**src/rtl/dram_controller_if.sv**
```systemverilog
// CPU-side bus bundle between the system controller and the DRAM controller.
// The controller takes the slave view; the bus driver (or a bench) takes master.
interface dram_controller_if;
   logic        CS_DRAM_n;
   logic        AS_n;
   logic        UDS_n;
   logic        LDS_n;
   logic        RW;
   logic [22:1] ADDR;
   logic [10:0] MA;
   logic        RAS_n;
   logic        CASU_n;
   logic        CASL_n;
   logic        WE_n;
   logic        DTACK_DRAM_n;

   modport master (
      output CS_DRAM_n, AS_n, UDS_n, LDS_n, RW, ADDR,
      input  MA, RAS_n, CASU_n, CASL_n, WE_n, DTACK_DRAM_n
   );

   modport slave (
      input  CS_DRAM_n, AS_n, UDS_n, LDS_n, RW, ADDR,
      output MA, RAS_n, CASU_n, CASL_n, WE_n, DTACK_DRAM_n
   );
endinterface

```
**src/rtl/dram_controller.sv**
```systemverilog
// 68000 to 16-bit FPM DRAM controller: RAS/CAS sequencing of CPU cycles,
// DTACK generation, and periodic CAS-before-RAS refresh with priority over CPU.
module dram_controller #(
   parameter int REFRESH_CYCLES = 150,
   parameter int REF_RAS_CYCLES = 2
) (
   input  logic               CLK_CPU,
   input  logic               RST_n,
   dram_controller_if.slave   bus
);

   typedef enum logic [3:0] {
      IDLE     = 4'd0,
      ROW      = 4'd1,
      COL      = 4'd2,
      ACK      = 4'd3,
      PRE      = 4'd4,
      REF_CAS  = 4'd5,
      REF_RAS  = 4'd6,
      REF_HOLD = 4'd7,
      REF_PRE  = 4'd8
   } state_t;

   localparam int CNT_W = ($clog2(REFRESH_CYCLES) > 0) ? $clog2(REFRESH_CYCLES) : 1;
   localparam logic [CNT_W-1:0] CNT_LAST = CNT_W'(REFRESH_CYCLES - 1);
   // REF_RAS supplies the first RAS-low cycle; REF_HOLD supplies the rest (at least one).
   localparam int HOLD_LAST = (REF_RAS_CYCLES > 2) ? (REF_RAS_CYCLES - 2) : 0;
   localparam logic [7:0] HOLD_LAST_C = 8'(HOLD_LAST);

   state_t           state_r;
   logic [CNT_W-1:0] ref_cnt_r;
   logic [7:0]       hold_cnt_r;
   logic             pending_r;
   logic             ras_n_r;
   logic             casu_n_r;
   logic             casl_n_r;
   logic             we_n_r;
   logic             dtack_n_r;
   logic             start_s;
   logic             tc_s;
   logic [10:0]      ma_s;

   assign start_s = ~bus.CS_DRAM_n & ~bus.AS_n;
   assign tc_s    = (ref_cnt_r == CNT_LAST);

   assign bus.MA           = ma_s;
   assign bus.RAS_n        = ras_n_r;
   assign bus.CASU_n       = casu_n_r;
   assign bus.CASL_n       = casl_n_r;
   assign bus.WE_n         = we_n_r;
   assign bus.DTACK_DRAM_n = dtack_n_r;

   // Row/column address mux: column only while CAS may be active for a CPU cycle.
   always_comb begin
      ma_s = bus.ADDR[22:12];
      if ((state_r == COL) || (state_r == ACK)) begin
         ma_s = bus.ADDR[11:1];
      end else begin
         ma_s = bus.ADDR[22:12];
      end
   end

   // Free-running refresh interval counter.
   always_ff @(posedge CLK_CPU) begin
      if (!RST_n) begin
         ref_cnt_r <= '0;
      end else if (tc_s) begin
         ref_cnt_r <= '0;
      end else begin
         ref_cnt_r <= ref_cnt_r + CNT_W'(1);
      end
   end

   // Access/refresh sequencer with registered DRAM strobes and DTACK.
   always_ff @(posedge CLK_CPU) begin
      if (!RST_n) begin
         state_r    <= IDLE;
         pending_r  <= 1'b0;
         hold_cnt_r <= 8'd0;
         ras_n_r    <= 1'b1;
         casu_n_r   <= 1'b1;
         casl_n_r   <= 1'b1;
         we_n_r     <= 1'b1;
         dtack_n_r  <= 1'b1;
      end else begin
         if (tc_s) begin
            pending_r <= 1'b1;
         end
         case (state_r)
            IDLE: begin
               if (pending_r) begin
                  state_r   <= REF_CAS;
                  pending_r <= 1'b0;
                  casu_n_r  <= 1'b0;
                  casl_n_r  <= 1'b0;
               end else if (start_s) begin
                  state_r <= ROW;
                  ras_n_r <= 1'b0;
               end
            end
            ROW: begin
               if (bus.AS_n) begin
                  state_r  <= PRE;
                  ras_n_r  <= 1'b1;
                  casu_n_r <= 1'b1;
                  casl_n_r <= 1'b1;
                  we_n_r   <= 1'b1;
               end else begin
                  state_r  <= COL;
                  casu_n_r <= bus.UDS_n;
                  casl_n_r <= bus.LDS_n;
                  we_n_r   <= bus.RW;
               end
            end
            COL: begin
               if (bus.AS_n) begin
                  state_r  <= PRE;
                  ras_n_r  <= 1'b1;
                  casu_n_r <= 1'b1;
                  casl_n_r <= 1'b1;
                  we_n_r   <= 1'b1;
               end else begin
                  // Strobes are tracked every cycle; DTACK trails the first active CAS.
                  casu_n_r <= bus.UDS_n;
                  casl_n_r <= bus.LDS_n;
                  if (!casu_n_r || !casl_n_r) begin
                     state_r   <= ACK;
                     dtack_n_r <= 1'b0;
                  end
               end
            end
            ACK: begin
               if (bus.AS_n) begin
                  state_r   <= PRE;
                  ras_n_r   <= 1'b1;
                  casu_n_r  <= 1'b1;
                  casl_n_r  <= 1'b1;
                  we_n_r    <= 1'b1;
                  dtack_n_r <= 1'b1;
               end
            end
            PRE: begin
               state_r <= IDLE;
            end
            REF_CAS: begin
               state_r <= REF_RAS;
               ras_n_r <= 1'b0;
            end
            REF_RAS: begin
               state_r    <= REF_HOLD;
               hold_cnt_r <= 8'd0;
            end
            REF_HOLD: begin
               if (hold_cnt_r == HOLD_LAST_C) begin
                  state_r  <= REF_PRE;
                  ras_n_r  <= 1'b1;
                  casu_n_r <= 1'b1;
                  casl_n_r <= 1'b1;
               end else begin
                  hold_cnt_r <= hold_cnt_r + 8'd1;
               end
            end
            REF_PRE: begin
               state_r <= IDLE;
            end
            default: begin
               state_r   <= IDLE;
               ras_n_r   <= 1'b1;
               casu_n_r  <= 1'b1;
               casl_n_r  <= 1'b1;
               we_n_r    <= 1'b1;
               dtack_n_r <= 1'b1;
            end
         endcase
      end
   end

endmodule
```
**src/flat_wrapper.sv**
```systemverilog
// flat-port wrapper written by rule: the top's interface ports become plain ports
module dram_controller_flat 
#(
   parameter int REFRESH_CYCLES = 150,
   parameter int REF_RAS_CYCLES = 2
)
  (CLK_CPU, RST_n, bus_CS_DRAM_n, bus_AS_n, bus_UDS_n, bus_LDS_n, bus_RW, bus_ADDR, bus_MA, bus_RAS_n, bus_CASU_n, bus_CASL_n, bus_WE_n, bus_DTACK_DRAM_n);
  dram_controller_if bus_i ();
  input  logic CLK_CPU;
  input  logic RST_n;
  input wire logic [$bits(bus_i.CS_DRAM_n)-1:0] bus_CS_DRAM_n;
  input wire logic [$bits(bus_i.AS_n)-1:0] bus_AS_n;
  input wire logic [$bits(bus_i.UDS_n)-1:0] bus_UDS_n;
  input wire logic [$bits(bus_i.LDS_n)-1:0] bus_LDS_n;
  input wire logic [$bits(bus_i.RW)-1:0] bus_RW;
  input wire logic [$bits(bus_i.ADDR)-1:0] bus_ADDR;
  output wire logic [$bits(bus_i.MA)-1:0] bus_MA;
  output wire logic [$bits(bus_i.RAS_n)-1:0] bus_RAS_n;
  output wire logic [$bits(bus_i.CASU_n)-1:0] bus_CASU_n;
  output wire logic [$bits(bus_i.CASL_n)-1:0] bus_CASL_n;
  output wire logic [$bits(bus_i.WE_n)-1:0] bus_WE_n;
  output wire logic [$bits(bus_i.DTACK_DRAM_n)-1:0] bus_DTACK_DRAM_n;
  assign bus_i.CS_DRAM_n = bus_CS_DRAM_n;
  assign bus_i.AS_n = bus_AS_n;
  assign bus_i.UDS_n = bus_UDS_n;
  assign bus_i.LDS_n = bus_LDS_n;
  assign bus_i.RW = bus_RW;
  assign bus_i.ADDR = bus_ADDR;
  assign bus_MA = bus_i.MA;
  assign bus_RAS_n = bus_i.RAS_n;
  assign bus_CASU_n = bus_i.CASU_n;
  assign bus_CASL_n = bus_i.CASL_n;
  assign bus_WE_n = bus_i.WE_n;
  assign bus_DTACK_DRAM_n = bus_i.DTACK_DRAM_n;
  dram_controller #(.REFRESH_CYCLES(REFRESH_CYCLES), .REF_RAS_CYCLES(REF_RAS_CYCLES)) u_core (.CLK_CPU(CLK_CPU), .RST_n(RST_n), .bus(bus_i));
endmodule
```
**config.mk**
```make
export PLATFORM = sky130hd
export DESIGN_NAME = dram_controller_flat
export DESIGN_NICKNAME = d
export VERILOG_FILES = /design/src/rtl/dram_controller_if.sv /design/src/rtl/dram_controller.sv /design/src/flat_wrapper.sv
export SDC_FILE = /design/constraint.sdc
export NUM_CORES = 1
export LEC_CHECK = 0
export CORE_MARGIN = 4
export CORE_UTILIZATION = 40
export DETAILED_ROUTE_END_ITERATION = 10
export PLACE_DENSITY = 0.81
export SYNTH_ARGS = -nofsm -noshare
export SYNTH_HDL_FRONTEND = slang
export SYNTH_SLANG_ARGS = --single-unit
```
**constraint.sdc**
```tcl
create_clock -name CLK_CPU -period 2.2 [get_ports CLK_CPU]
set_input_delay 0.44 -clock CLK_CPU [delete_from_list [all_inputs] [get_ports CLK_CPU]]
set_output_delay 0.44 -clock CLK_CPU [all_outputs]
set_load 0.01 [all_outputs]
```
==> impl_results.md <==
- Critical-path cell list: nor3b_2 > buf_4 > buf_4 > mux2_2 > dlygate4sd2_1
- Detailed-route wire length per cell: 13.3 um
- All-Layer GR Usage: 14.9%
- Layout cells sized above 1: 14.7%
- P per Cell Area: 519 mW/mm2
- HP Class: register to register
- Root buffer cell: clkbuf_8
- Ys flop type: dfxtp_1
- Final instance area: 0.00220 mm2
- EDFF count, synth: 0
- Fmax: 466 MHz
- Detailed Route WL: 3.70 mm
- Die Area: 0.00508 mm2
- Peak per-stage delay on the critical path: 0.33 ns
- Post-Synthesis Cell Area: 0.00160 mm2
- Reg2Reg Launch Point: u_core.hold_cnt_r[0]
- Fillers: 339
- CP max stage cell: dfxtp_1
- Most frequent cells in the layout: clkdlybuf4s50_1, dfxtp_1, nor2_1, mux2_2, buf_4
- Clock sink count: 26
- Final Max Slew Viols: 0
- Synthesized flop and latch total: 26
- RSZ-0062 raised after global routing: false
- Drt via density: 5.24
- Worst Reg2Reg Path Length in Cells: 6
- Num rows: 22
- Setup TNS: 0 ns
- Final WS setup: 0.0557 ns
- Maximum vdd drop: 0.393 mV
- H-tree depth: 1
- Util after Layout: 58.4%
- Finish-stage setup viols: 0
- Initial antenna violation count: 0
- Drt pass-1 iters: 4
- Post-route clock period utilization: 97.5%
- # diodes: 0
- CTS Buf Count: 3
- CP Capture Point: bus_MA[1]
- CP bufs+invs: 3
- First-pass GRT wire length: 6.21 mm
- Post-route ant nets: 0
- Area grow syn2layout: 37.3%
- DRC: 0
- CP Launch Point: u_core.state_r[2]
- Synth Net Count: 216
- Hpwl dp: 2.73 mm
- Final min period: 2.14 ns
- Synth async-reset ratio: 0%
- I/O pin cnt: 45
- Core footprint: 0.00377 mm2
- Worst hold start: u_core.ref_cnt_r[0]
- CTS tree: done
- Vias in the first global route: 1389
- CP arrival: 1.70 ns
- Final #Nets: 265
- Clock transition time at the flip-flop clock pins of the worst setup and hold paths: 0.09 ns
- Latest clock arrival within the worst-skew pair: 0.27 ns
- Max Cap Viol: 0
- Synth Area per Inst: 8.76 um2
- Post-DP Area: 0.00210 mm2
- Min Hold Slack: 0.493 ns
- Bufs on Longest Clock Path: 2
- Worst-Margin Slew: 0.747 ns
- Run status: completed
- Placer congestion estimate: 0.802
- CP top delay family: buffers and inverters
- Crit Path Class: register to output port
- Critical path required time: 1.76 ns
- CP startpoint kind: register
- FF-to-FF End: u_core.bus.RAS_n
- Total congestion overflow: 0
- Die width: 71.3 um
- Starting Density: 42.5%
- Pre-CTS WS: 0.160 ns
- Final Hold Viols: 0
- Worst path depth: 5
- Clock skew: 0.00586 ns
- Commonest non-fill, non-tap cell in the layout: clkdlybuf4s50_1
- Worst setup EP type: output port
- Reg2reg setup slack: 0.39 ns
- CP Max Fanout: 5
- Max-Slew Margin vs Limit: 49.6%
- Syn. warnings: 0
- Die span in y: 71.3 um
- 1st-iter DRT viols: 48
- Port bufs: 44
- Cell variety after synth: 52
- Maximum number of pins on one net before global-route repair: 24
- Register area share after synthesis: 32.5%
- P_leak: 0.875 nW
- Vias after detailed routing: 1462
- Most frequent CP cell: buf_4
- Synth Instances: 183
==> state kept, by name, indices dropped and copies added, names as in the netlist <==
signal / count
u_core.pending_r: 1
u_core.bus.WE_n: 1
u_core.ref_cnt_r: 8
u_core.bus.CASU_n: 1
u_core.state_r: 4
u_core.bus.CASL_n: 1
u_core.bus.DTACK_DRAM_n: 1
u_core.hold_cnt_r: 8
u_core.bus.RAS_n: 1
==> per-stage QoR <==
| step | total power [mW] | instances |
|---|---|---|
| after floorplan | 0.640 | 183 |
| after global placement | 0.755 | 270 |
| after detailed placement | 0.758 | 270 |
| after CTS | 1.15 | 279 |
| after global routing | 1.20 | 279 |
| final | 1.14 | 279 |
==> worst register-to-register path, stage by stage (launching register included) <==
cell	delay [ns]
dfxtp_1	0.35
inv_1	0.09
ha_1	0.16
nor4b_4	0.26
a31oi_2	0.22
a222oi_1	0.44
mux2i_1	0.22
==> area by class of cell <==
| type | count | area, um2 | share of cell area, % |
|---|---|---|---|
| well taps | 48 | 60.1 | 2.73 |
| flip-flops and latches | 26 | 520 | 23.6 |
| repair buffers | 55 | 513 | 23.3 |
| inverters | 6 | 22.5 | 1.02 |
| multi-input cells | 140 | 1010 | 46.0 |
| clock buffers | 3 | 41.3 | 1.88 |
| clock inverters | 1 | 30.0 | 1.36 |
==> synthesized netlist by cell type (all sizes together) (2+ instances only) <==
cell type	instances	area share, %
o31ai	3	1.7
o21ai	5	1.6
a211oi	2	0.94
ha	4	3.1
mux2i	2	1.2
nor2	21	4.9
inv	6	1.4
nor2b	2	0.78
clkbuf	2	0.47
nand2	5	1.2
dfxtp	26	32
nand4	5	2.0
a41oi	2	1.1
nor3b	3	1.4
buf	9	2.7
nand3b	3	1.4
nor3	3	1.2
and2	4	1.6
nor4	2	0.78
xor2	10	5.5
xnor2	2	1.1
o22ai	2	0.78
and3	3	1.2
o21bai	2	0.94
mux2	11	7.7
nor4b	4	3.1
nand2b	6	2.3
nand3	9	2.8
a21o	2	0.94
a21oi	7	2.2
==> kinds of logic (layout without fill, tap and decap cells) <==
family	Yosys count	in the layout	share of synthesized area (%)
buffers and inverters	17	65	4.61
AND/OR/NAND/NOR	74	74	26.8
AO/OA/AOI/OAI	37	37	17.5
flip-flops	26	26	32.5
multiplexers	13	13	8.98
adder cells (fa/ha/maj)	4	4	3.12
XOR/XNOR	12	12	6.56
==> power breakdown <==
group / internal (mW) / switching, mW / total (mW)
combinational: 0.136 / 0.0947 / 0.231
sequential: 0.489 / 0.0229 / 0.512
clock: 0.244 / 0.155 / 0.399
total: 0.869 / 0.273 / 1.14
==> how the worst min path moves through the flow <==
stage / cells after the start / slack [ns] / endpoint
after floorplan: 1 / 0.44 / u_core.ref_cnt_r[0]
after global placement: 1 / 0.46 / u_core.ref_cnt_r[0]
after detailed placement: 1 / 0.48 / u_core.ref_cnt_r[0]
after CTS: 1 / 0.50 / u_core.ref_cnt_r[0]
after global routing: 1 / 0.54 / u_core.ref_cnt_r[0]
final: 1 / 0.49 / u_core.ref_cnt_r[0]
==> timing repair <==
action | CTS | global route
hold buffers | 0 | 0
pin swaps | 0 | 1
setup endpoints to repair | 11 | 3
gates resized for setup | 14 | 3
setup buffers | 4 | 0
cloned | 1 | 0
==> metal layers <==
metal / GRT usage [%] / part of all wire [%]
met1: 18.5 / 45
met2: 25.9 / 51
met3: 1.68 / 2.0
met4: 6.26 / 1.9
met5: 0 / 0
Note: power is estimated with default switching activity, not from simulation.
